==> src/rtl/gate_checker_pkg.sv <==
// Shared definitions for gate_checker: FSM state encoding, legal parameter
// ranges and the settle counter width.
package gate_checker_pkg;

  localparam int unsigned N_IN_MIN   = 1;
  localparam int unsigned N_IN_MAX   = 4;
  localparam int unsigned SETTLE_MIN = 1;
  localparam int unsigned SETTLE_MAX = 15;

  // Wide enough for SETTLE_MAX-1.
  localparam int unsigned CNT_W = 4;

  typedef enum logic [1:0] {
    ST_IDLE   = 2'd0,
    ST_WAIT   = 2'd1,
    ST_SAMPLE = 2'd2,
    ST_REPORT = 2'd3
  } state_t;

endpackage

==> src/rtl/gate_checker_settle_timer.sv <==
// Loadable down-counter that times the settle window before each sample.
// Ports:
//   clk, rst  : clock, synchronous active-high reset
//   load_i    : reload the counter with LOAD_VAL
//   dec_i     : decrement (stops at zero)
//   zero_o    : registered flag, high while the count is zero
module gate_checker_settle_timer
  import gate_checker_pkg::*;
#(
  parameter logic [CNT_W-1:0] LOAD_VAL = '0
) (
  input  logic clk,
  input  logic rst,
  input  logic load_i,
  input  logic dec_i,
  output logic zero_o
);

  logic [CNT_W-1:0] cnt_q, cnt_d;
  logic             zero_q;

  // Next count: load wins over decrement.
  always_comb begin
    cnt_d = cnt_q;
    if (load_i) begin
      cnt_d = LOAD_VAL;
    end else if (dec_i && (cnt_q != '0)) begin
      cnt_d = cnt_q - CNT_W'(1);
    end
  end

  // Zero flag is registered from the next count so it is valid the cycle
  // after a load.
  always_ff @(posedge clk) begin
    if (rst) begin
      cnt_q  <= '0;
      zero_q <= 1'b1;
    end else begin
      cnt_q  <= cnt_d;
      zero_q <= (cnt_d == '0);
    end
  end

  assign zero_o = zero_q;

endmodule

==> config.mk <==
export PLATFORM = sky130hd
export DESIGN_NAME = gate_checker_settle_timer
export DESIGN_NICKNAME = d
export VERILOG_FILES = /design/src/rtl/gate_checker_pkg.sv /design/src/rtl/gate_checker_settle_timer.sv
export SDC_FILE = /design/constraint.sdc
export NUM_CORES = 1
export LEC_CHECK = 0
export ABC_CLOCK_PERIOD_IN_PS = 1800
export CAP_MARGIN = 15
export CELL_PAD_IN_SITES_DETAIL_PLACEMENT = 0
export CELL_PAD_IN_SITES_GLOBAL_PLACEMENT = 1
export CORE_AREA = 2 2 39 41
export CTS_BUF_LIST = sky130_fd_sc_hd__clkbuf_4
export CTS_CLUSTER_DIAMETER = 40
export DETAILED_ROUTE_END_ITERATION = 7
export DIE_AREA = 0 0 41 43
export GPL_TIMING_DRIVEN = 0
export PLACE_DENSITY_LB_ADDON = 0.1
export SLEW_MARGIN = 20
export SYNTH_ARGS = -nofsm -noshare
export SYNTH_HDL_FRONTEND = slang
export SYNTH_SLANG_ARGS = --single-unit
export TNS_END_PERCENT = 50
==> constraint.sdc <==
create_clock -name clk -period 1.8 [get_ports clk]
set_clock_uncertainty 0.1 [all_clocks]
set_input_delay 0.45 -clock clk [delete_from_list [all_inputs] [get_ports clk]]
set_output_delay 0.45 -clock clk [all_outputs]
set_load 0.1 [all_outputs]
# After elaboration in Yosys (flattened, before gate mapping)
# Index checks and enable logic that the tools add are counted.
# W data, S select, Z words.
# totals
ff_bits	5
in_bits	4
out_inout_bits	1
wordCells	8
# classes
n_addsub	1
muxes	2
n_reduce_logical	3
# ops
operator	count
$mux W4	2
$logic_not A4 Y1	1
$reduce_bool A4 Y1	1
$sub A4 B1 Y4 const B	1
$logic_and A1 B1 Y1	1

# Longest topological paths before layout
# Gate-level depths: netlist of run 1.
# logic_depth
ltp_word	5
mapped_depth	5
ltp_nobuf	5

# Worst setup path before layout of run 1
# OpenSTA, ideal clock, no wires.
# synth_path
path_type	register to output
start	reg zero_q (netlist: zero_o)
end	out zero_o
arrival_ns	0.909
t_required_ns	1.250
path_slack_ns	0.341
stages_incl_launch_ff	1
n_path_buf	0
cell_sequence	dfxtp_1
# synth_rtl
element	line_no	text
start: declaration	gate_checker_settle_timer.sv:20	logic zero_q;
start signal: assignment	gate_checker_settle_timer.sv:40	zero_q <= (cnt_d == '0);
end: declaration	gate_checker_settle_timer.sv:16	output logic zero_o
# No word-level cell between the ends.

# Worst setup path after layout of run 1
# layout_path
start	reg cnt_q[0]
end	reg zero_q (netlist: zero_o)
# layout_between
elab_chain_cells	5
word_cells_on_any_way	6
cone_classes	add/sub: 1; mux: 2; reduce/logical: 3
# layout_rtl
element	line_no	text
start: declaration	gate_checker_settle_timer.sv:19	logic [CNT_W-1:0] cnt_q, cnt_d;
start signal: assignment	gate_checker_settle_timer.sv:39	cnt_q <= cnt_d;
branches (longest 2 deep; another with $sub A4 B1 Y4)	-	
$mux W4 (*)	gate_checker_settle_timer.sv:27	end else if (dec_i && (cnt_q != '0)) begin
$mux W4 (*)	gate_checker_settle_timer.sv:25	if (load_i) begin
$logic_not A4 Y1 (*)	gate_checker_settle_timer.sv:40	
# Mark *: on every way between the ends.
# A chain may end at the register's enable or synchronous reset.

==> results.toml, run 1 <==
[timing]
drv_slew = 0
fin_ws_ns = 0.150
hold_viol = 0
fmax_mhz = 606
hold_ws_ns = 0.440
slew_headroom_pct = 64.0
setup_viol = 0
post-route-min-period_ns = 1.65
fin_crit_sh_pct = 91.7
rsz0062_at_grt = "no"
tightest_slew_ns = 0.543

[worst_setup_path]
crit_path_end_kind = "flip-flop"
required_ns = 1.83
start_kind = "flip-flop"
crit_arrival_ns = 1.68
critPathKind = "reg2reg"
path_max_fanout = 6

[drt]
antenna_left = 0
vias_per_cell = 4.70
drt-initial-drc-count = 3
num_vias = 282
wl_um = 648
drcViolationCount = 0
wl_per_cell_um = 10.8
dr.pass1.iters = 4

[clocking]
clock-root-buffer = "clkbuf_4"
htreeDepth = 1
numClockSinks = 5
clock_path_buffers = 2
clk_pin_slew_ns = 0.04
clk_latency_ns = 0.24
post-cts-setup-buffers = 0
tritoncts = "built"
cts-buffers-inserted = 3

[grt]
grt_pass1_vias = 254
grt_usage_pct = 9.25
grt_pass1_wl_mm = 1.06
grt.overflow.total = 0
antenna_found_initial = 0
grt_max_degree = 9

[yosys]
ys_warn_count = 0
yosysMostFrequentCell = "dfxtp_1"
synthArstFlopShare_pct = 0
ys.flop_type = "dfxtp_1"
ys_types = 20
ys_seq_area_share_pct = 33.2
ys_top_cells_by_area = "dfxtp_1 (33%), a21oi_1 (5.0%), o21ai_0 (5.0%)"
synth_area_sq_um = 302
synth_seq_cells = 5
yosys.area.top_type = "dfxtp_1"
synth_top_area_share_pct = 33.2
syn_nets = 41
synthCells = 36
synth_common_cells = "dfxtp_1 (5), nor2_1 (4)"
synth.avg_cell_area_sq_um = 8.38
synth_edf_count = 0

[pwr]
p_total_mw = 0.279
powerDensity_mw_per_mm2 = 705
vdd_drop_max_v = 0.000442
p_leak_nw = 0.156

[die]
die-area_sq_mm = 0.00176
start_util_pct = 21.8
io_pins = 5
fp-row-count = 14
die_y_um = 43
core_region_area_sq_mm = 0.00138
dieWidth_um = 41

[finish]
fin_nets = 50
postLayoutCellArea_sq_um = 395
final_layout_size_suffix_gt1_share_pct = 18.2
n_antenna_cell = 0
syn_to_final_growth_pct = 31.1

[placed_design]
port_buffers = 4
dp_hpwl_um = 504
place_ws_ns = -0.232
placed_area_sq_um = 362
place.gp.congestion = 0.700

[run]
drv_cap = 0

[hold_path]
hp-class = "reg2reg"

[status]
run_status = "finished clean"
-- what timing repair did --
item | in CTS | in global routing
gates resized for setup | 3 | 1
hold buffers | 0 | 0
setup endpoints to repair | 1 | 1
-- registers in the layout, summed over array words and instances (netlist names) --
signal	count
zero_o	1
cnt_q	4
-- cells by family (layout without fill, tap and decap cells) --
| family | count (synthesis) | in the layout | share of synthesized area (%) |
|---|---|---|---|
| muxes | 2 | 2 | 8.30 |
| adders and majority gates | 1 | 1 | 4.15 |
| DFF | 5 | 5 | 33.2 |
| and+or+nand+nor | 17 | 17 | 34.4 |
| buffers and inverters | 3 | 11 | 3.73 |
| AOI/OAI and AO/OA | 8 | 8 | 16.2 |
-- per-stage QoR --
stage / util [%] / instances / setup TNS (ns)
2_1_floorplan: - / 36 / 0
3_3_place_gp: 26.1 / 56 / -0.477
3_5_place_dp: 26.1 / 56 / -0.461
4_1_cts: 28.4 / 60 / 0
5_1_grt: 28.6 / 60 / 0
6_report: 28.6 / 60 / 0
-- path summary, 6_finish.rpt --
path                                             to  cells after the start  slack [ns]           startpoint
worst max-delay path              zero_o$_SDFF_PP1_                      5        0.15  cnt_q[0]$_SDFF_PP0_
worst min-delay path            cnt_q[2]$_SDFF_PP0_                      2        0.44  cnt_q[2]$_SDFF_PP0_
worst max register to register    zero_o$_SDFF_PP1_                      5        0.15  cnt_q[0]$_SDFF_PP0_
worst min register to register  cnt_q[2]$_SDFF_PP0_                      2        0.44  cnt_q[2]$_SDFF_PP0_
-- routing by layer --
layer  vias to the layer above  global-route usage (%)  part of all wire, %
met5                         -                       0                    0
met4                         0                    4.00                    0
met3                         0                    6.28                  2.5
met2                         5                    11.6                   47
met1                       129                    11.9                   51
li1                        148                       -                    -
-- cell usage in the layout (no fill, tap or decap), drive strengths merged --
cell	Yosys	routed
dfxtp	5	5
nor2	4	4
clkbuf	0	4
inv	3	3
nand2	3	3
a21oi	3	3
o21ai	3	3
nor3b	3	3
clkdlybuf4s50	0	2
nand4b	1	1
or2	1	1
nor4b	1	1
mux2i	1	1
mux2	1	1
o221ai	1	1
or3b	1	1
nand4	1	1
o211a	1	1
or3	1	1
nand3	1	1
ha	1	1
dlymetal6s2s	0	1
clkdlybuf4s15	0	1
-- layout make-up --
cell class	count	area, sq um
inverter	3	11.3
clock buffer	4	30.0
timing repair buffer	4	43.8
multi-input combinational	28	190
sequential	5	100
fill	156	988
tap	16	20.0
-- worst max-delay path, cell delays in order (launching register included) --
cell and delay [ns]:
dfxtp_1 0.36, inv_1 0.10, ha_1 0.27, nor3b_1 0.38
o221ai_1 0.18, o211a_1 0.15
-- power breakdown --
group          internal [mW]  switching, mW
Sequential             0.112       0.000134
Clock                 0.0986         0.0424
Combinational         0.0123         0.0134
Total                  0.223         0.0560
No activity file was read; power rests on OpenSTA's default activity.
==> run 2: changes to the inputs <==
--- a/config.mk
+++ b/config.mk
@@ -10,14 +10,14 @@
 export CELL_PAD_IN_SITES_DETAIL_PLACEMENT = 0
 export CELL_PAD_IN_SITES_GLOBAL_PLACEMENT = 1
 export CORE_AREA = 2 2 39 41
-export CTS_BUF_LIST = sky130_fd_sc_hd__clkbuf_4
 export CTS_CLUSTER_DIAMETER = 40
 export DETAILED_ROUTE_END_ITERATION = 7
 export DIE_AREA = 0 0 41 43
 export GPL_TIMING_DRIVEN = 0
 export PLACE_DENSITY_LB_ADDON = 0.1
+export SETUP_SLACK_MARGIN = 0.05
 export SLEW_MARGIN = 20
 export SYNTH_ARGS = -nofsm -noshare
 export SYNTH_HDL_FRONTEND = slang
 export SYNTH_SLANG_ARGS = --single-unit
-export TNS_END_PERCENT = 50
+export TNS_END_PERCENT = 20
==> results.toml, run 2 (same netlist as run 1, synthesis figures left out) <==
[timing]
tns_ns = 0
slew_headroom_pct = 64.0
fmax_mhz = 612
post-route-min-period_ns = 1.63
fin_crit_sh_pct = 90.8
rsz0062_at_grt = "no"
hold_viol = 0
drv_slew = 0
setup_viol = 0
tightest_slew_ns = 0.543
hold_ws_ns = 0.449

[grt]
grt.overflow.total = 0
grt_max_degree = 9
grt_pass1_vias = 244
antenna_found_initial = 0
grt_usage_pct = 9.05
grt_pass1_wl_mm = 1.03

[finish]
largest_register_ffs = 4
final_common_cell = "dfxtp_1"
n_antenna_cell = 0
mostFrequentLayoutCells = "dfxtp_1 (5), nor2_1 (4)"
fillerInstances = 157
postLayoutCellArea_sq_um = 397
fin_cells = 60
fin_nets = 50
final_layout_size_suffix_gt1_share_pct = 18.2
syn_to_final_growth_pct = 31.5
register_area_sq_um = 100
regMostFlops = "cnt_q"
multi_input_area_sq_um = 195

[pwr]
power_frac_clock_pct = 47.8
switchingPower_mw = 0.0566
powerDensity_mw_per_mm2 = 666
p_total_mw = 0.264
internal_power_mw = 0.208
p_leak_nw = 0.155
sw_frac_of_total_pct = 21.4
vdd_drop_max_v = 0.000332
pwr-share-seq_pct = 42.4
share_comb_of_total_power_pct = 9.8

[worst_setup_path]
crit_arrival_ns = 1.08
start_kind = "flip-flop"
path_cells = "clkdlybuf4s15_2"
critPathKind = "reg2out"
r2r_slack_ns = 0.19
r2r-start = "cnt_q[0]$_SDFF_PP0_"
slowest_stage = "clkdlybuf4s15_2"
crit_path_end_kind = "output port"
worst_path_largest_cell_delay_ns = 0.54
path_max_fanout = 1
r2r_end = "cnt_q[1]$_SDFF_PP0_"
required_ns = 1.25
path_buf_inv = 1
reg2reg_depth = 5
critPathTopFamily = "buffers and inverters"

[drt]
drt-initial-drc-count = 1
wl_um = 653
drcViolationCount = 0
num_vias = 284
dr.pass1.iters = 2
vias_per_cell = 4.73
wl_per_cell_um = 10.9
antenna_left = 0

[die]
die-area_sq_mm = 0.00176
die_y_um = 43
start_util_pct = 21.8
io_pins = 5
dieWidth_um = 41
fp-row-count = 14
core_region_area_sq_mm = 0.00138

[hold_path]
min_to = "cnt_q[2]$_SDFF_PP0_"
holdPathStages = 2
hp-class = "reg2reg"
min_from = "cnt_q[2]$_SDFF_PP0_"

[placed_design]
place.gp.congestion = 0.700
placed_area_sq_um = 362
dp_hpwl_um = 504
dpl.cell_count = 56
port_buffers = 4

[clocking]
cts-buffers-inserted = 3
htreeDepth = 1
ctsResizeCount = 3
post-cts-setup-buffers = 0
clk_latency_ns = 0.24
numClockSinks = 5
tritoncts = "built"
clock-root-buffer = "clkbuf_4"
clock_path_buffers = 2
cts_hold_buffers = 0
clk_pin_slew_ns = 0.04

[status]
run_status = "finished clean"

[run]
drv_cap = 0
[run 2: cell type report]
class	instances	share of cell area, %
timing repair buffer	4	11.0
sequential	5	25.2
clock buffer	4	6.62
tap	16	5.05
inverter	3	2.84
multi-input combinational	28	49.2
[run 2: metrics by stage]
| step | worst slack (ns) | utilization, % |
|---|---|---|
| after floorplan | 0.341 | - |
| after global placement | -0.236 | 26.1 |
| after detailed placement | -0.232 | 26.1 |
| after CTS | 0.0318 | 28.1 |
| after global routing | 0.0960 | 28.7 |
| final | 0.166 | 28.7 |
[run 2: worst max path at each step]
stage | startpoint | to | slack [ns] | cells past startpoint
floorplan | zero_o$_SDFF_PP1_ | zero_o | 0.34 | 0
global placement | dec_i | zero_o$_SDFF_PP1_ | -0.24 | 4
detailed placement | dec_i | zero_o$_SDFF_PP1_ | -0.23 | 4
CTS | dec_i | zero_o$_SDFF_PP1_ | 0.03 | 4
global route | cnt_q[0]$_SDFF_PP0_ | cnt_q[1]$_SDFF_PP0_ | 0.1 | 5
finish | zero_o$_SDFF_PP1_ | zero_o | 0.17 | 1
[run 2: routing by layer]
metal  vias up  GRT usage (%)  part of all wire (%)  wire length (um)
li1        148              -                     -                 -
met1       129           11.6                    51               335
met2         7           11.3                    45               297
met3         0           6.28                   3.1                20
met4         0           4.00                     0                 0
met5         -              0                     0                 0
[run 2: power by group through the flow]
stage / sequential, mW / combinational, mW / clock, mW
5_1_grt: 0.112 / 0.0276 / 0.145
6_report: 0.112 / 0.0259 / 0.126
3_5_place_dp: 0.114 / 0.0261 / 0
3_3_place_gp: 0.114 / 0.0262 / 0
4_1_cts: 0.112 / 0.0260 / 0.134
2_1_floorplan: 0.118 / 0.0101 / 0
